[src/rtl/l1_dcache_miss_handler.sv]
// -----------------------------------------------------------------------------
// l1_dcache_miss_handler
//   Refill / write-back engine beside the L1 data cache.
//   On a miss it optionally writes the dirty victim block to the next level,
//   then fetches the missing block critical-word-first, wrapping inside the
//   block, and streams each returned word straight into the L1 line.
//   One word moves per next-level handshake (mem_req && mem_ack).
// -----------------------------------------------------------------------------
module l1_dcache_miss_handler #(
  parameter  int ADDR_W      = 16,
  parameter  int WORD_W      = 16,
  parameter  int BLOCK_WORDS = 8,
  localparam int OFF_W       = $clog2(BLOCK_WORDS)
) (
  input  logic              clk,
  input  logic              reset,
  // L1 miss path
  input  logic              miss_req,
  input  logic [ADDR_W-1:0] miss_addr,
  input  logic              victim_dirty,
  input  logic [ADDR_W-1:0] victim_addr,
  output logic [OFF_W-1:0]  victim_rd_idx,
  input  logic [WORD_W-1:0] victim_rd_data,
  output logic              miss_busy,
  // L1 line refill port
  output logic              fill_we,
  output logic [OFF_W-1:0]  fill_idx,
  output logic [WORD_W-1:0] fill_data,
  output logic              fill_done,
  // next-level (L2 / memory) port
  output logic              mem_req,
  output logic              mem_we,
  output logic [ADDR_W-1:0] mem_addr,
  output logic [WORD_W-1:0] mem_wdata,
  input  logic              mem_ack,
  input  logic [WORD_W-1:0] mem_rdata
);

  // FSM encoding
  localparam logic [1:0] S_IDLE = 2'd0;
  localparam logic [1:0] S_WB   = 2'd1;
  localparam logic [1:0] S_FILL = 2'd2;
  localparam logic [1:0] S_DONE = 2'd3;

  // Mask selecting the word-offset bits of a word address
  localparam logic [ADDR_W-1:0] OFF_MASK  = ADDR_W'(BLOCK_WORDS - 1);
  localparam logic [OFF_W-1:0]  LAST_WORD = OFF_W'(BLOCK_WORDS - 1);

  logic [1:0]        r_state;
  logic [OFF_W-1:0]  r_cnt;        // words transferred in the current phase
  logic [ADDR_W-1:0] r_miss_addr;  // full miss address; low bits = critical word
  logic [ADDR_W-1:0] r_vict_addr;  // victim address; low bits are replaced by r_cnt

  logic              w_xfer;       // one word handshake completes this cycle
  logic              w_last;       // current word is the last of the block
  logic [OFF_W-1:0]  w_fill_off;   // wrapped fill offset, critical word first
  logic [ADDR_W-1:0] w_wb_addr;
  logic [ADDR_W-1:0] w_fill_addr;

  // Address/handshake helpers shared by the FSM and the output decode
  assign w_xfer      = mem_req & mem_ack;
  assign w_last      = (r_cnt == LAST_WORD);
  // Offset add is OFF_W bits wide so it wraps inside the block and never
  // carries into the tag/index bits of the address.
  assign w_fill_off  = r_miss_addr[OFF_W-1:0] + r_cnt;
  assign w_wb_addr   = (r_vict_addr & ~OFF_MASK) | ADDR_W'(r_cnt);
  assign w_fill_addr = (r_miss_addr & ~OFF_MASK) | ADDR_W'(w_fill_off);

  // State, word counter and latched miss/victim addresses
  // NOTE: sequential state uses non-blocking (<=) so every register samples
  // the pre-edge values; blocking here would create order-dependent races.
  always_ff @(posedge clk or posedge reset) begin
    if (reset) begin
      r_state     <= S_IDLE;
      r_cnt       <= '0;
      r_miss_addr <= '0;
      r_vict_addr <= '0;
    end else begin
      case (r_state)
        S_IDLE: begin
          if (miss_req) begin
            r_miss_addr <= miss_addr;
            r_vict_addr <= victim_addr;
            r_cnt       <= '0;
            r_state     <= victim_dirty ? S_WB : S_FILL;
          end
        end
        S_WB: begin
          if (w_xfer) begin
            if (w_last) begin
              r_cnt   <= '0;
              r_state <= S_FILL;
            end else begin
              r_cnt <= r_cnt + 1'b1;
            end
          end
        end
        S_FILL: begin
          if (w_xfer) begin
            r_cnt <= r_cnt + 1'b1;
            if (w_last) begin
              r_state <= S_DONE;
            end
          end
        end
        default: begin
          // S_DONE: fill_done has been shown for this one cycle
          r_state <= S_IDLE;
        end
      endcase
    end
  end

  // Output decode: purely a function of state, counter and same-cycle inputs,
  // so a mid-operation reset drops mem_req without waiting for a clock edge.
  // NOTE: every output gets a default before the case so no path leaves a
  // signal unassigned, which would otherwise infer a latch.
  always_comb begin
    miss_busy     = (r_state != S_IDLE);
    victim_rd_idx = '0;
    mem_req       = 1'b0;
    mem_we        = 1'b0;
    mem_addr      = '0;
    mem_wdata     = '0;
    fill_we       = 1'b0;
    fill_idx      = '0;
    fill_data     = '0;
    fill_done     = 1'b0;
    case (r_state)
      S_WB: begin
        // Held stable while mem_ack is low because r_cnt only moves on an ack
        victim_rd_idx = r_cnt;
        mem_req       = 1'b1;
        mem_we        = 1'b1;
        mem_addr      = w_wb_addr;
        mem_wdata     = victim_rd_data;
      end
      S_FILL: begin
        mem_req  = 1'b1;
        mem_addr = w_fill_addr;
        if (mem_ack) begin
          fill_we   = 1'b1;
          fill_idx  = w_fill_off;
          fill_data = mem_rdata;
        end
      end
      S_DONE: begin
        fill_done = 1'b1;
      end
      default: begin
        // S_IDLE: everything stays at its default
      end
    endcase
  end

endmodule

[config.mk]
export PLATFORM = sky130hd
export DESIGN_NAME = l1_dcache_miss_handler
export DESIGN_NICKNAME = d
export VERILOG_FILES = /design/src/rtl/l1_dcache_miss_handler.sv
export SDC_FILE = /design/constraint.sdc
export NUM_CORES = 1
export LEC_CHECK = 0
export ABC_AREA = 1
export CAP_MARGIN = 20
export CORE_MARGIN = 2
export CORE_UTILIZATION = 35
export CTS_CLUSTER_SIZE = 28
export DETAILED_ROUTE_END_ITERATION = 16
export PLACE_DENSITY = 0.74
export SETUP_SLACK_MARGIN = 0.4
export SLEW_MARGIN = 20
export SYNTH_ARGS = -nofsm -noshare
export SYNTH_HDL_FRONTEND = slang
export SYNTH_SLANG_ARGS = --single-unit
[constraint.sdc]
create_clock -name clk -period 5.1 [get_ports clk]
set_input_delay 1.02 -clock clk [delete_from_list [all_inputs] [get_ports clk]]
set_output_delay 1.02 -clock clk [all_outputs]
set_load 0.01 [all_outputs]
== Word level (Yosys, flattened, before mapping) ==
Cells that the tools add are included.
Word-level totals
  word-level logic and storage cells: 49
  input port bits: 69
  register bits: 37
Operators by class
  equality and inequality tests: 9
  bitwise operators: 3
  reductions and logical operators: 7
  mux-type cells: 24
  add/subtract/negate cells: 2
Operator list (count)
  2-to-1 mux 16 bit: 3
  OR 16 x 3 -> 16 bit: 2
  case mux 16 bit (2 select lines): 1
  2-to-1 mux 3 bit: 7
  2-to-1 mux 2 bit: 6
  != test 2 bit (second input constant): 5
  case mux 3 bit (3 select lines): 1
  case mux 2 bit (3 select lines): 1
  2-to-1 mux 1 bit: 5
  AND reduction 5 bit: 1
  == test 2 bit (second input constant): 2
  AND reduction 4 bit: 1
  adder 3 x 1 -> 3 bit (second input constant): 1
  adder 3 bit: 1
  == test 3 bit (second input constant): 1
  nonzero test 3 bit: 1
  == test 2 x 1 -> 1 bit (second input constant): 1
  zero test 2 bit: 1
  AND reduction 2 bit: 1
  nonzero test 2 bit: 1
  OR reduction 2 bit: 1
  bitwise AND 1 bit: 1

== Depth between registers and ports, before layout ==
  depth after elaboration: 6
  gate-level depth with buffers: 9
  gate-level depth less buffers: 9

== Least setup slack after synthesis ==
No wires, ideal clock.
  path type: input-to-output
  from: in mem_ack
  to: out fill_data[10]
  stages on the path: 3
  path buffers: 1
  slack: 2.563 ns
  data required time: 4.080 ns
  data arrival time: 1.517 ns
  path through: nand2_1 buf_2 nor2_1
On the way
  longest elaborated chain between the ends: 2
RTL lines
  from (decl): RTL line 35  | input logic mem_ack,
  2-to-1 mux 16 bit: RTL line 141  | if (mem_ack) begin
  2-to-1 mux 16 bit: RTL line 129  | case (r_state)
  to (decl): RTL line 28  | output logic [WORD_W-1:0] fill_data,
Every way passes these cells.

== Final worst setup path ==
  from: reg r_state[0]
  to: out fill_data[14]
On the way
  longest elaborated chain between the ends: 2
RTL lines
  from (decl): RTL line 49  | logic [1:0] r_state;
  from (signal assigned): RTL line 85  | r_state <= victim_dirty ? S_WB : S_FILL;
  == test 2 bit: RTL line 129
  2-to-1 mux 16 bit: RTL line 129
Every way passes these cells.

==> results by stage <==
Route:
- The residual DRC count is 0.
- Summed over all layers, the routed wires come to 5580 um.
- The wire length per cell after detailed routing is 12.3 um.
- Using the TritonRoute via totals, the vias-per-cell ratio works out to 4.44.
- Once detail routing completed, the nets flagged for antenna violations numbered 0.
- Summing over every cut layer, the via total after detailed routing is 2013.
- The count of routing violations after the opening detailed-route iteration is 64.
- The first detailed-routing pass took 4 iterations.

Yosys:
- Of the total synthesized cell area, the portion taken by XOR and XNOR cells is 0%.
- The synthesized net count is 332.
- Of the total synthesized cell area, the portion taken by full adders, half adders and majority gates is 5.14%.
- The main combinational cell family by area after synthesis is simple AND/OR/NAND/NOR gates.
- The number of distinct standard cells referenced by the synthesized netlist is 22.
- After synthesis, the share of cell area in mux cells is 17.4%.
- The count of state elements after synthesis is 34.
- The synthesized netlist devotes 5.02% of its cell area to compound gates.
- The post-synthesis instance area is 0.00209 mm^2.
- Synthesis produced 255 cells.
- The synthesized netlist devotes 20.2% of its cell area to simple gates.
- For this run, the register share of the synthesized area comes to 40.6%.
- The cell taking the most area after synthesis is dfrtp_1.
- The area share of the largest cell type after synthesis is 40.6%.
- The average cell area after synthesis is 8.21 um^2.
- The Yosys step of the flow raised 0 warnings.
- By area the synthesized netlist is led by dfrtp_1 (41%), nand2_1 (12%), mux2_2 (10%).

Floorplanning:
- The die covers 0.00662 mm^2.
- Row generation in the floorplan step produced 28 rows.
- The vertical die dimension is 81.4 um.
- The initial utilization of the core area, before any placement, comes to 35.8%.
- The number of top-level pins is 128.
- The floorplan step set the die width to 81.4 um.
- The floorplan step defined a core boundary enclosing 0.00585 mm^2.

Global routing:
- Global routing used 16.8% of the available tracks.
- The leftover overflow at the end of global routing is 0.
- The number of global-route vias before repair is 1903.
- The first global-routing pass estimated 8540 um of wire.
- The maximum number of pins on one net before global-route repair is 35.
- The initial antenna violation count is 0.

Finish:
- The non-filler instance count after layout is 453.
- The number of fill cells is 522.
- Summing all flip-flop and latch instances after layout gives 851 um^2.
- The signed area change from the synthesized netlist to the final layout is 66.5%.
- The share of the core filled with cells in the final layout is 59.6%.
- In the final layout, the multi-input gates occupy 1000 um^2.
- The number of antenna cells inserted is 0.
- In the final layout, the share of cells above drive strength 1 is 11.6%.
- The layout net count is 454.

STA:
- The post-route clock period utilization is 75.1%.
- The count of endpoints failing hold in the final timing report came to 0.
- After layout, the worst setup slack is 1.27 ns.
- Headroom to the max-slew limit came out at 45.5%.
- The time the final worst path needs with I/O delays and setup is 3.83 ns.
- The count of pins over their slew limit came to 0.
- For the final routed database, the setup TNS stands at 0 ns.
- The slew of the pin with the lowest slew margin is 0.818 ns.
- Static timing analysis puts the maximum clock frequency at 261 MHz.
- Setup violations remaining at the end of the flow were counted as 0.
- Setup repair after global routing left no endpoint under its margin.
- The clock arrives with 0.00156 ns of skew.

Pwr:
- In this run the static leakage power is 0.00169 uW.
- The worst vdd rail ir drop is 287 uV.
- The ratio of total power to cell area is 485 mW/mm^2.

Setup path:
- The number of cells on the worst reg-to-reg path is 9.
- STA classifies the critical path endpoint as an output port.
- The worst setup path category is reg -> out.
- The largest stage delay on the critical path is 0.70 ns.
- STA classifies the critical path startpoint as a register.
- Traced cell by cell, the critical path runs through inv_1 > ha_1 > nand2_1 > nor2_1 > clkdlybuf4s50_1.
- The worst path required time is 4.08 ns.
- The cell at the slowest stage of the critical path is ha_1.
- At the worst endpoint, the arrival time is 2.81 ns.
- Of all nets on the critical path, the largest fanout is 20.

CTS:
- The clock tree root driver cell is clkbuf_8.
- At the later pin of the worst-skew pair, clock insertion delay measures 0.28 ns.
- After clock tree synthesis, the setup repair step added 0 buffers.
- In this run, CTS created clock tree buffers numbering 5.
- The number of clock sinks seen by CTS is 34.
- The H-tree depth is 2.
- The total of cells resized after clock tree synthesis is 0.
- Buffers inserted to repair hold after CTS numbered 0.
- The clock tree buffer depth is 2.
- The clock transition at the registers of the reported paths is 0.07 ns.
- The CTS tree is done.

Placed design:
- Counting tap cells, the placed design contains a total of 445 instances.
- Timing analysis after detailed placement gives a worst setup slack of 1.45 ns.
- The final weighted congestion of routability-driven global placement is 0.712.
- The count of buffers added on input and output ports is 124.
- After legalization and detailed placement, the total HPWL measured 4330 um.

Min path:
- The cell depth of the worst min-delay path is 1.
- The class of the worst hold path is reg -> reg.

Run status:
- The run finished with clean final reports.

Job:
- The tool flagged a number of max-cap violations equal to 0.
final cells by class:
class,instances,area share (%)
clock buffers,8,3.16
inverters,47,5.06
multi-input cells,163,28.7
flip-flops and latches,34,24.4
well taps,75,2.69
repair buffers,126,36.0
registers in the layout (all words and copies together), names as in the netlist:
signal	count
r_miss_addr	16
r_state	2
r_vict_addr	13
r_cnt	3
logic make-up after synthesis:
family                   Yosys count
buffers and inverters             58
AO/OA/AOI/OAI                     21
multiplexers                      29
AND/OR/NAND/NOR                  105
flip-flops                        34
adder cells (fa/ha/maj)            8
Yosys cell counts:
library cell / instances
nor2_2: 1
buf_6: 2
nand3b_1: 1
dfrtp_1: 34
o21ai_0: 1
fa_1: 1
inv_1: 46
o21ai_1: 2
nand3_1: 8
nand2_2: 1
nor2_4: 1
buf_1: 2
buf_2: 6
or2_2: 1
nor2_1: 23
nand2_1: 69
a21oi_1: 18
inv_2: 1
mux2_2: 19
ha_1: 7
mux2_4: 10
buf_4: 1
where the power goes:
part           total, uW  switching, uW  internal, uW
Combinational        980            466           514
Clock                231           94.3           136
Sequential           480           78.2           402
Total               1690            638          1050
placed cells by master (no fill, tap or decap), drive strengths merged:
cell type      netlist  layout
clkdlybuf4s50        0     124
nand2               70      70
inv                 47      47
dfrtp               34      34
mux2                29      29
nor2                25      25
a21oi               18      18
nand3                8       8
clkbuf               0       8
ha                   7       7
o21ai                3       3
buf                 11       2
or2                  1       1
nand3b               1       1
fa                   1       1
path summary, 6_finish.rpt:
kind	from	to	slack, ns
min	r_miss_addr[9]	r_miss_addr[9]	0.51
max reg2reg	r_state[1]	r_cnt[0]	3.00
max	r_state[0]	fill_data[14]	1.27
min reg2reg	r_miss_addr[9]	r_miss_addr[9]	0.51
max in group asynchronous	reset	r_miss_addr[2]	3.67
min in group asynchronous	reset	r_vict_addr[9]	1.12
stage by stage:
stage	total power [uW]	hold slack, ns	area, um^2
after global placement	1460	0.488	3380
after detailed placement	1480	0.493	3380
after floorplan	1070	0.479	2090
after CTS	1720	0.509	3490
final	1690	0.507	3490
after global routing	1830	0.523	3490
worst max-delay path, delay by kind of cell, from the launching register on:
| kind | cells | cell delay (ns) |
|---|---|---|
| simple gates | 2 | 0.75 |
| fa+ha+maj | 1 | 0.70 |
| buf+inv | 2 | 0.66 |
| flops | 1 | 0.42 |
per-layer routing:
metal | track usage [%] | share of wire (%)
met5 | 0 | 0
met3 | 6.00 | 11
met2 | 30.2 | 49
met4 | 4.07 | 0.48
met1 | 18.7 | 39
(Power assumes the default switching activity.)
==> RTL change (config.mk and constraints unchanged) <==
Set the parameter `ADDR_W` to 17 (it was 16).
--- a/src/rtl/l1_dcache_miss_handler.sv
+++ b/src/rtl/l1_dcache_miss_handler.sv
@@ -9,3 +9,3 @@
 module l1_dcache_miss_handler #(
-  parameter  int ADDR_W      = 16,
+  parameter  int ADDR_W      = 17,
   parameter  int WORD_W      = 16,
Interface: changed (resized mem_addr, miss_addr and victim_addr); port bits go from 128 to 131. No check against the original RTL was run, so the function may have changed too.
==> RTL change against the unedited design <==
  * Clock skew increased by 0.0046 ns
  * Cell count up 3.1%
  * Power grew 9.5%
  * Sequential cell count grew 2
  * Setup slack better by 0.051 ns
  * Critical path type unchanged
  * Global-route usage up 0.30 points
  * Wire length increased by 7.1%
  * Synthesized area increased by 8.8%
  * Non-clock buffer count rose by 3
  * Final area increased by 5.5%
  * Highest routed layer unchanged
  * Hold slack improved by 0.0028 ns
==> RTL change: results (changes against the unedited design) <==
- Post-CTS setup buffer count: 0 (unchanged)
- Delay-heaviest family, CP: adder cells (was simple AND/OR/NAND/NOR gates)
- Cts bufs inserted: 5 (unchanged)
- Crit-path max cell delay: 0.78 ns (was 0.70 ns)
- WL met1: 2.45 mm (was 2.18 mm)
- Post-synth top cells: 70 x nand2_1, 47 x inv_1, 36 x dfrtp_1 (was 69 x nand2_1, 46 x inv_1, 34 x dfrtp_1)
- Compound-Gate Fraction of Synth Area: 5.05% (was 5.02%)
- Adder-Cell Fraction of Synth Area: 4.72% (was 5.14%)
- Met2 wire length: 3.00 mm (was 2.75 mm)
- CP Max Fanout: 21 (was 20)
- Syn Nets: 344 (was 332)
- Fillers: 562 (was 522)
- Layout cells sized above 1: 11.5% (was 11.6%)
- Main combinational cell family by area after synthesis: multiplexers (was simple AND/OR/NAND/NOR gates)
- Slew Limit Headroom: 31.0% (was 45.5%)
- Routability Congestion: 0.692 (was 0.712)
- Worst IR Drop VDD: 0.388 mV (was 0.287 mV)
- Largest registers: r_miss_addr: 17 flops, r_vict_addr: 14 flops, r_cnt: 3 flops (was r_miss_addr: 16 flops, r_vict_addr: 13 flops, r_cnt: 3 flops)
- WHS Path Cells: 1 (unchanged)
- Mux cell area share after synthesis: 19.4% (was 17.4%)
- Status: finished, final reports clean (unchanged)
- Largest net degree at the start of global routing: 37 (was 35)
- Part of the Yosys area used for sequential elements: 39.5% (was 40.6%)
- Leak pwr: 1.83 nW (was 1.69 nW)
- IO buf count: 127 (was 124)
- Vias post-DR: 2118 (was 2013)
- Clk Tree Root Cell: clkbuf_8 (unchanged)
- Worst r2r path cells: 4 (was 9)
- Worst EP arrival: 2.76 ns (was 2.81 ns)
- Dpl hpwl: 4.42 mm (was 4.33 mm)
- Routed met3 length: 444 um (was 622 um)
- Clock Pin Slew Worst Setup and Hold Paths: 0.07 ns (about the same)
- GRT Util Overall: 17.1% (was 16.8%)
- # nets final: 468 (was 454)
- Routed wire per std cell: 12.8 um (was 12.3 um)
- Area share of xor/xnor cells in the synthesized design: 0% (unchanged)
- Clk_skew: 0.00618 ns (was 0.00156 ns)
- DR iter-0 viols: 74 (was 64)
- Synth unique cells: 20 (was 22)
- Clock Latency Late Sink: 0.29 ns
- Top post-synthesis cells by area: dfrtp_1 40%, mux2_4 18%, nand2_1 12% (was dfrtp_1 41%, nand2_1 12%, mux2_2 10%)
- First-pass GRT wire length: 9.93 mm (was 8.54 mm)
- Slew Viols, Final: 0 (unchanged)
[RTL change: changes by cell type after synthesis, moves of 3 or more]
cell,delta
mux2_4,+18
buf_6,+3
buf_2,-3
mux2_2,-17
[RTL change: kinds of logic (layout without fill, tap and decap cells)]
kind of cell,Yosys count,in the layout
simple gates,108,108
mux,30,30
fa+ha+maj,8,8
buf+inv,60,185
flops,36,36
compound gates,23,23
[RTL change: layer usage]
layer	global-route usage, %	vias up
met3	4.13	9
met1	19.8	973
li1	-	1054
met4	5.34	0
met2	30.9	82
met5	0	-
[RTL change: worst paths after layout]
check / to / from / slack [ns]
setup / recovery: fill_data[10] / r_state[0] / 1.32
hold / removal: r_miss_addr[15] / r_miss_addr[15] / 0.51
setup reg to reg: r_miss_addr[14] / r_state[1] / 3.02
hold reg to reg: r_miss_addr[15] / r_miss_addr[15] / 0.51
max in group asynchronous: r_miss_addr[14] / reset / 3.64
min in group asynchronous: r_vict_addr[16] / reset / 1.13
[RTL change: worst reg2reg max path, cell delays in order (launching register included)]
cell and delay, ns:
dfrtp_1 0.40, inv_1 0.11, ha_1 0.25, nand2_2 0.75, mux2_2 0.45
[RTL change: layout make-up]
type                            instances  share of cell area [%]
Sequential cell                        36                    24.5
Multi-Input combinational cell        169                    30.1
Tap cell                               77                    2.62
Inverter                               48                    4.90
Clock buffer                            6                    1.97
Timing Repair Buffer                  129                    35.0
Clock inverter                          2                   0.952
[RTL change: through the flow]
step | hold WS, ns | utilization, % | std cells | setup WS, ns | area (um2)
floorplan | 0.480 | - | 265 | 2.60 | 2280
global placement | 0.488 | 56.5 | 459 | 1.52 | 3570
detailed placement | 0.493 | 56.5 | 459 | 1.48 | 3570
CTS | 0.510 | 58.2 | 467 | 1.29 | 3680
global route | 0.524 | 58.3 | 467 | 1.08 | 3680
finish | 0.509 | 58.3 | 467 | 1.32 | 3680
[RTL change: power by group]
part | internal [mW] | switching [mW]
Sequential | 0.425 | 0.0891
Clock | 0.145 | 0.102
Combinational | 0.587 | 0.503
Total | 1.16 | 0.693
